==> src/rtl/nn_class_decider.sv <==
// Argmax over three signed 9-bit class scores, with a debounced stable-class output.
// The `DECIDER_MARGIN_EN macro compiles in the best-minus-second confidence check against MARGIN.
module nn_class_decider #(
  parameter int unsigned STABLE_COUNT = 4,
  parameter logic [9:0]  MARGIN       = 10'd16
) (
  input  logic        clk,
  input  logic        rst,
  input  logic        in_valid,
  output logic        in_ready,
  input  logic [26:0] scores,
  output logic        out_valid,
  input  logic        out_ready,
  output logic [1:0]  out_class,
  output logic [9:0]  out_margin,
  output logic        stable_valid,
  output logic [1:0]  stable_class
);

  typedef enum logic [1:0] {IDLE, SCAN, DECIDE, HOLD} state_t;

  localparam logic [3:0] STABLE_MAX = 4'(STABLE_COUNT);

  state_t             state;
  logic [26:0]        sc_q;
  logic [1:0]         k;
  logic signed [8:0]  best;
  logic signed [8:0]  second;
  logic [1:0]         best_idx;
  logic [3:0]         cnt;
  logic [1:0]         last_idx;

  logic signed [8:0]  s_k;
  logic [9:0]         diff;
  logic               conf;
  logic [3:0]         cnt_nxt;

  always_comb begin
    s_k = '0;
    case (k)
      2'd0:    s_k = sc_q[8:0];
      2'd1:    s_k = sc_q[17:9];
      default: s_k = sc_q[26:18];
    endcase
  end

  // Both operands are sign-extended to 10 bits; best >= second, so the result is never negative.
  assign diff = {best[8], best} - {second[8], second};

`ifdef DECIDER_MARGIN_EN
  assign conf = (diff >= MARGIN);
`else
  logic unused_margin;
  assign unused_margin = ^MARGIN;
  assign conf = 1'b1;
`endif

  always_comb begin
    cnt_nxt = 4'd1;
    if ((best_idx == last_idx) && (cnt != '0))
      cnt_nxt = (cnt == STABLE_MAX) ? cnt : cnt + 4'd1;
  end

  always_ff @(posedge clk or posedge rst) begin
    if (rst) begin
      state        <= IDLE;
      in_ready     <= 1'b1;
      out_valid    <= 1'b0;
      out_class    <= 2'b11;
      out_margin   <= '0;
      stable_valid <= 1'b0;
      stable_class <= '0;
      sc_q         <= '0;
      k            <= '0;
      best         <= '0;
      second       <= '0;
      best_idx     <= '0;
      cnt          <= '0;
      last_idx     <= '0;
    end else begin
      case (state)
        IDLE: begin
          if (in_valid) begin
            sc_q     <= scores;
            k        <= '0;
            in_ready <= 1'b0;
            state    <= SCAN;
          end
        end
        SCAN: begin
          if (k == 2'd0) begin
            best     <= s_k;
            best_idx <= 2'd0;
            second   <= 9'h100;
          end else if (s_k > best) begin
            second   <= best;
            best     <= s_k;
            best_idx <= k;
          end else if (s_k > second) begin
            second   <= s_k;
          end
          if (k == 2'd2) state <= DECIDE;
          else           k     <= k + 2'd1;
        end
        DECIDE: begin
          out_margin <= diff;
          out_valid  <= 1'b1;
          state      <= HOLD;
          if (conf) begin
            out_class <= best_idx;
            cnt       <= cnt_nxt;
            last_idx  <= best_idx;
            if (cnt_nxt == STABLE_MAX) begin
              stable_class <= best_idx;
              stable_valid <= 1'b1;
            end
          end else begin
            out_class <= 2'b11;
            cnt       <= '0;
          end
        end
        default: begin
          if (out_ready) begin
            out_valid <= 1'b0;
            in_ready  <= 1'b1;
            state     <= IDLE;
          end
        end
      endcase
    end
  end

endmodule

==> config.mk <==
export PLATFORM = sky130hd
export DESIGN_NAME = nn_class_decider
export DESIGN_NICKNAME = d
export VERILOG_FILES = /design/src/rtl/nn_class_decider.sv
export SDC_FILE = /design/constraint.sdc
export NUM_CORES = 1
export LEC_CHECK = 0
export CAP_MARGIN = 20
export CORE_MARGIN = 5
export CORE_UTILIZATION = 29
export DETAILED_ROUTE_END_ITERATION = 10
export SETUP_SLACK_MARGIN = 0.3
export SYNTH_ARGS = -nofsm -noshare
export SYNTH_HDL_FRONTEND = slang
export SYNTH_SLANG_ARGS = --single-unit
==> constraint.sdc <==
create_clock -name clk -period 7.39 [get_ports clk]
set_input_delay 1.1085 -clock clk [delete_from_list [all_inputs] [get_ports clk]]
set_output_delay 1.1085 -clock clk [all_outputs]
set_load 0.005 [all_outputs]
# Word level (Yosys, flattened, before mapping)
# Cells that the tools add are included.
# Widths: inputs -> output; s select.
[word_totals] word_cells=73 output_inout_bits=17 reg_bits=74 input_bits=31
[op_classes] eq_ne=10 n_mux=22 n_lt_le_gt_ge=2 bitwise_logic=2 n_addsub=3 reduce_logical=20
[ops] op="$mux 9" n=5
[ops] op="$gt 9x9->1" n=2
[ops] op="$pmux 9 s2" n=1
[ops] op="$mux 2" n=7
[ops] op="$reduce_and 2->1" n=5
[ops] op="$sub 9x9->10" n=1
[ops] op="$reduce_and 3->1" n=3
[ops] op="$eq 4x3->1 const B" n=2
[ops] op="$mux 4" n=2
[ops] op="$reduce_bool 2->1" n=4
[ops] op="$reduce_bool 4->1" n=2
[ops] op="$ne 2x2->1 const B" n=3
[ops] op="$pmux 2 s3" n=1
[ops] op="$add 4x1->4 const B" n=1
[ops] op="$eq 2x1->1 const B" n=2
[ops] op="$eq 2x2->1 const B" n=2
[ops] op="$logic_not 2->1" n=2
[ops] op="$pmux 1 s2" n=2
[ops] op="$pmux 2 s2" n=1
[ops] op="$reduce_or 2->1" n=2
[ops] op="$mux 1" n=3
[ops] op="$reduce_bool 3->1" n=1
[ops] op="$add 2x1->2 const B" n=1
[ops] op="$eq 2x2->1" n=1
[ops] op="2 further kinds" n=3

# Depth between registers and ports, before layout
[depth] ltp_word=6 ltp_mapped=14 ltp_nobuf=12

# Worst setup path before layout
# OpenSTA, ideal clock, no wires.
[synth_timing] kind="register to register" startpoint="register k[1]" endpoint="register second[0]" arrival_time_ps=3090 slack_ps=4204 path_stages_with_launch=15 required_time_ps=7294 path_buffers=2 setup_ps=96 cell_sequence="dfrtp_1 > inv_1 > ha_1 > clkbuf_1 > nor2_1 > nand2_1 > nand2_1 > ha_1 > a21oi_2 > nand2_1 > a211o_2 > a311oi_2 > buf_6 > mux2_2 > o31ai_1"
[synth_via] elab_chain_len=5 word_cells_on_any_way=10 classes_between="2 x order compare; 1 x eq/ne; 4 x mux; 3 x reduce/logical"
[synth_rtl] element="start: declaration" line_no="26" text="logic [1:0] k;"
[synth_rtl] element="start signal: assignment" line_no="103" text="else k <= k + 2'd1;"
[synth_rtl] element="$eq 2x1->1 or $logic_not 2->1 (tied branches)" line_no="40" text="case (k)"
[synth_rtl] element="$pmux 9 s2 *" line_no="40"
[synth_rtl] element="named net s_k[3]" line_no="33" text="logic signed [8:0] s_k;"
[synth_rtl] element="$gt 9x9->1, on equally long branches" line_no="95, 99"
[synth_rtl] element="$reduce_bool 3->1 (no source line) or $mux 9 (tied branches)"
[synth_rtl] element="$reduce_and 2->1 (no source line) or $mux 9 (tied branches)"
[synth_rtl] element="end signal: assignment" line_no="96" text="second <= best;"
[synth_rtl] element="end signal: assignment" line_no="100" text="second <= s_k;"
[synth_rtl] element="end: declaration" line_no="28" text="logic signed [8:0] second;"
# The timed path passes the listed nets; every way through them passes the cells marked *. The select of a mux whose other input is x is not followed.
# A chain may end at the register's enable or synchronous reset.

# Worst setup path in the final report
# Same ends and word-level chain as after synthesis.

==> results.md <==
Setup path:
- The start of the worst register-to-register path is k[1].
- The data required time of the critical path is 7630 ps.
- The worst register-to-register path ends at second[0].
- The setup slack of the most critical reg-to-reg path is 3420 ps.
- The setup path with the least slack is of type flip-flop to flip-flop.
- The critical-path maximum fanout is 10.
- The worst path arrival time is 4210 ps.
- The logic depth of the worst register-to-register path is 12.
- The startpoint class of the critical path is a flip-flop.
- The worst setup path is captured at a flip-flop.

Cells and area:
- The final-stage net count is 539.
- Summing all non-filler instances in the final layout gives an area of 5290 um2.
- Leaving out fill and tap cells, the most frequent cells in the layout are sky130_fd_sc_hd__dfrtp_1 (71), sky130_fd_sc_hd__nand2_1 (56), sky130_fd_sc_hd__clkdlybuf4s50_1 (47), sky130_fd_sc_hd__inv_1 (37), sky130_fd_sc_hd__ha_1 (35).
- The area occupied by multi-input gates is 2200 um2.
- The count of filler cells inserted in the layout is 1495.
- The number of antenna diodes in the final layout is 0.
- Measured on the finished design, the core utilization comes to 0.364.
- Relative to the synthesized area, the layout overhead comes to 23.4%.
- The commonest non-fill, non-tap cell in the layout is sky130_fd_sc_hd__dfrtp_1.
- Of the cells placed in the final design, the portion with a size suffix greater than 1 is 0.147.
- The combined flip-flop and latch cell area is 1860 um2.

STA:
- The post-route minimum period is 3970 ps.
- The relative max-transition margin is 0.335.
- Setup violations remaining at the end of the flow were counted as 0.
- The final hold violation count is 0.
- The maximum operating frequency is 0.252 GHz.
- After routing, the total negative slack on setup checks comes to 0 ps.
- Setup repair after global routing left no endpoint under its margin.
- The post-route clock period utilization is 0.537.
- The final-report max-slew violation count came to 0.
- The transition at the pin with the smallest max-transition slack is 997 ps.
- The setup clock skew after layout is 7.54 ps.

Clock tree:
- Buffers added to address setup during post-CTS repair amount to 0.
- The H-tree was split into 3 levels.
- The post-cts hold buffer count is 0.
- The buffer depth of the longest clock path is 2.
- The clock transition at the registers of the reported paths is 60 ps.
- The cell at the root of the clock tree is sky130_fd_sc_hd__clkbuf_16.
- The post-CTS resize count is 0.
- Counting every sink on the clock net gives 74.
- TritonCTS built the clock tree.
- Clock tree synthesis inserted a total of 9 buffers.
- The clock insertion delay at the later pin of the skew report is 340 ps.

Die:
- For this configuration, the core starts out at a cell density of 0.295.
- Measured along the x axis, the die boundary spans 132 um.
- The number of core rows is 44.
- The total die area is 17300 um2.
- The floorplan step set the die height to 132 um.
- The total I/O pin count is 48.
- The core box area is 14500 um2.

Global routing:
- The number of global-route vias before repair came to 3271.
- The total grt overflow is 0.
- The total routing usage reported by global routing is 0.110.
- The maximum number of pins on one net before global-route repair is 75.
- The number of antenna violations at the first check in global routing was 0.
- The global-route wire length before repair is 16100 um.

Synthesis:
- The number of warnings issued by yosys is 0.
- Counting distinct cell types in the post-synthesis netlist gives 55.
- In the synthesized netlist the dominant register cell turns out to be sky130_fd_sc_hd__dfrtp_1.
- Counting flops and latches in the post-synthesis netlist gives 74.
- The post-synthesis sequential area ratio is 0.433.
- Synthesis produced a netlist with a net count of 491.
- Dividing the synthesized area by the synthesized cell count gives 10.1 um2.
- The synthesized design contains 0 enable-type register cells.
- Synthesis produced a netlist whose cell count is 424.
- The synthesized netlist occupies a cell area of 4290 um2.
- The proportion of register bits with asynchronous set or reset after synthesis is 1.00.

Detailed routing:
- The remaining antenna violation count after routing is 0.
- Before antenna repair, the detailed router went through 4 iterations.
- The total wirelength of the detailed-routed design is 9080 um.
- Dividing the detail-routed wire length by the instance count gives 13.8 um.
- The number of DRC violations after detailed-routing iteration 0 is 188.
- After detailed routing, the number of vias per cell comes to 4.84.
- The post-detailed-route DRC marker count is 0.
- The detailed-route via count is 3194.

Worst hold path:
- The start point of the worst min-delay path is out_class[1].
- Along the worst hold path, the cell count comes to 2.
- The terminating pin of the worst hold path is out_class[1].
- The worst hold path belongs to the class flip-flop to flip-flop.

Place:
- The total of buffers placed on input and output ports is 47.
- The placed instances occupy a cell area of 4920 um2.
- The last weighted congestion value of the routability-driven placer is 0.831.
- Detailed placement finished with a half-perimeter wire length of 6870 um.

Run:
- The max capacitance violation total is 0.

Outcome:
- The flow ran to the end, and the final reports show no timing, DRC or antenna violations.
==> metal layers <==
layer	routed length [um]	GRT usage	up-vias
met2	3930	0.166	70
met1	4690	0.155	1506
met4	126	0.0349	0
met3	334	0.0294	13
met5	0	0	-
li1	-	-	1605
==> cells in the mapped netlist, types with 3 or more instances <==
cell,n,area share
sky130_fd_sc_hd__nand2_1,56,0.049
sky130_fd_sc_hd__mux2_2,32,0.084
sky130_fd_sc_hd__nor2b_1,6,0.0088
sky130_fd_sc_hd__ha_1,35,0.10
sky130_fd_sc_hd__a22o_1,3,0.0061
sky130_fd_sc_hd__buf_6,4,0.011
sky130_fd_sc_hd__nand4_1,6,0.0088
sky130_fd_sc_hd__a21oi_1,12,0.014
sky130_fd_sc_hd__o31ai_1,8,0.014
sky130_fd_sc_hd__a22oi_1,8,0.014
sky130_fd_sc_hd__o21ai_0,26,0.030
sky130_fd_sc_hd__a21o_1,4,0.0070
sky130_fd_sc_hd__nor2_1,24,0.021
sky130_fd_sc_hd__o21a_1,5,0.0088
sky130_fd_sc_hd__inv_1,38,0.033
sky130_fd_sc_hd__o211ai_1,3,0.0053
sky130_fd_sc_hd__o31ai_2,7,0.020
sky130_fd_sc_hd__nor3_1,3,0.0035
sky130_fd_sc_hd__dfrtp_1,71,0.41
sky130_fd_sc_hd__mux2i_1,9,0.021
sky130_fd_sc_hd__clkbuf_1,7,0.0061
sky130_fd_sc_hd__nand3_1,16,0.019
sky130_fd_sc_hd__dfstp_2,3,0.018
==> state kept, by name (all words and copies together), names as in the netlist, 4 cells and up <==
name	count
sc_q	27
out_margin	10
best	9
second	9
cnt	4
==> per-stage QoR <==
stage | hold WS [ps] | setup slack, ps | instances
after floorplan | 457 | 4200 | 424
after global placement | 466 | 3500 | 644
after detailed placement | 462 | 3420 | 644
after CTS | 474 | 3390 | 659
after global routing | 487 | 3090 | 660
final | 471 | 3420 | 660
==> area by class of cell <==
class                           count  area share
Multi-Input combinational cell    298       0.416
Sequential cell                    74       0.351
Timing Repair Buffer               51      0.0984
Clock buffer                       10      0.0452
Tap cell                          184      0.0435
Inverter                           38      0.0270
Clock inverter                      5      0.0194
==> worst max-delay path, stage by stage, from the launching register on <==
cell	delay [ps]
sky130_fd_sc_hd__dfrtp_1	380
sky130_fd_sc_hd__inv_1	90
sky130_fd_sc_hd__ha_1	320
sky130_fd_sc_hd__nor2_1	460
sky130_fd_sc_hd__nand2_1	100
sky130_fd_sc_hd__nand2_1	150
sky130_fd_sc_hd__ha_1	270
sky130_fd_sc_hd__a21o_1	200
sky130_fd_sc_hd__a311oi_2	340
sky130_fd_sc_hd__nor2_1	90
sky130_fd_sc_hd__a311oi_2	860
sky130_fd_sc_hd__mux2_2	420
sky130_fd_sc_hd__o31ai_1	180
==> logic make-up after synthesis <==
logic type,count (synthesis),share of synthesized area
flops,74,0.433
mux,41,0.105
compound gates,99,0.172
simple gates,119,0.123
buf+inv,52,0.0543
xor+xnor,3,0.00613
fa+ha+maj,36,0.107
==> how the worst max path moves through the flow <==
stage	start	end	slack (ps)	cells after the start
after floorplan	k[1]	second[0]	4200	14
after global routing	k[1]	second[0]	3090	12
final	k[1]	second[0]	3420	12
after CTS	k[1]	second[0]	3390	12
after global placement	k[1]	second[0]	3500	12
after detailed placement	k[1]	second[0]	3420	12
Power is not shown: default switching activity piles up to over one toggle a cycle in this logic, so the estimate is an artifact.
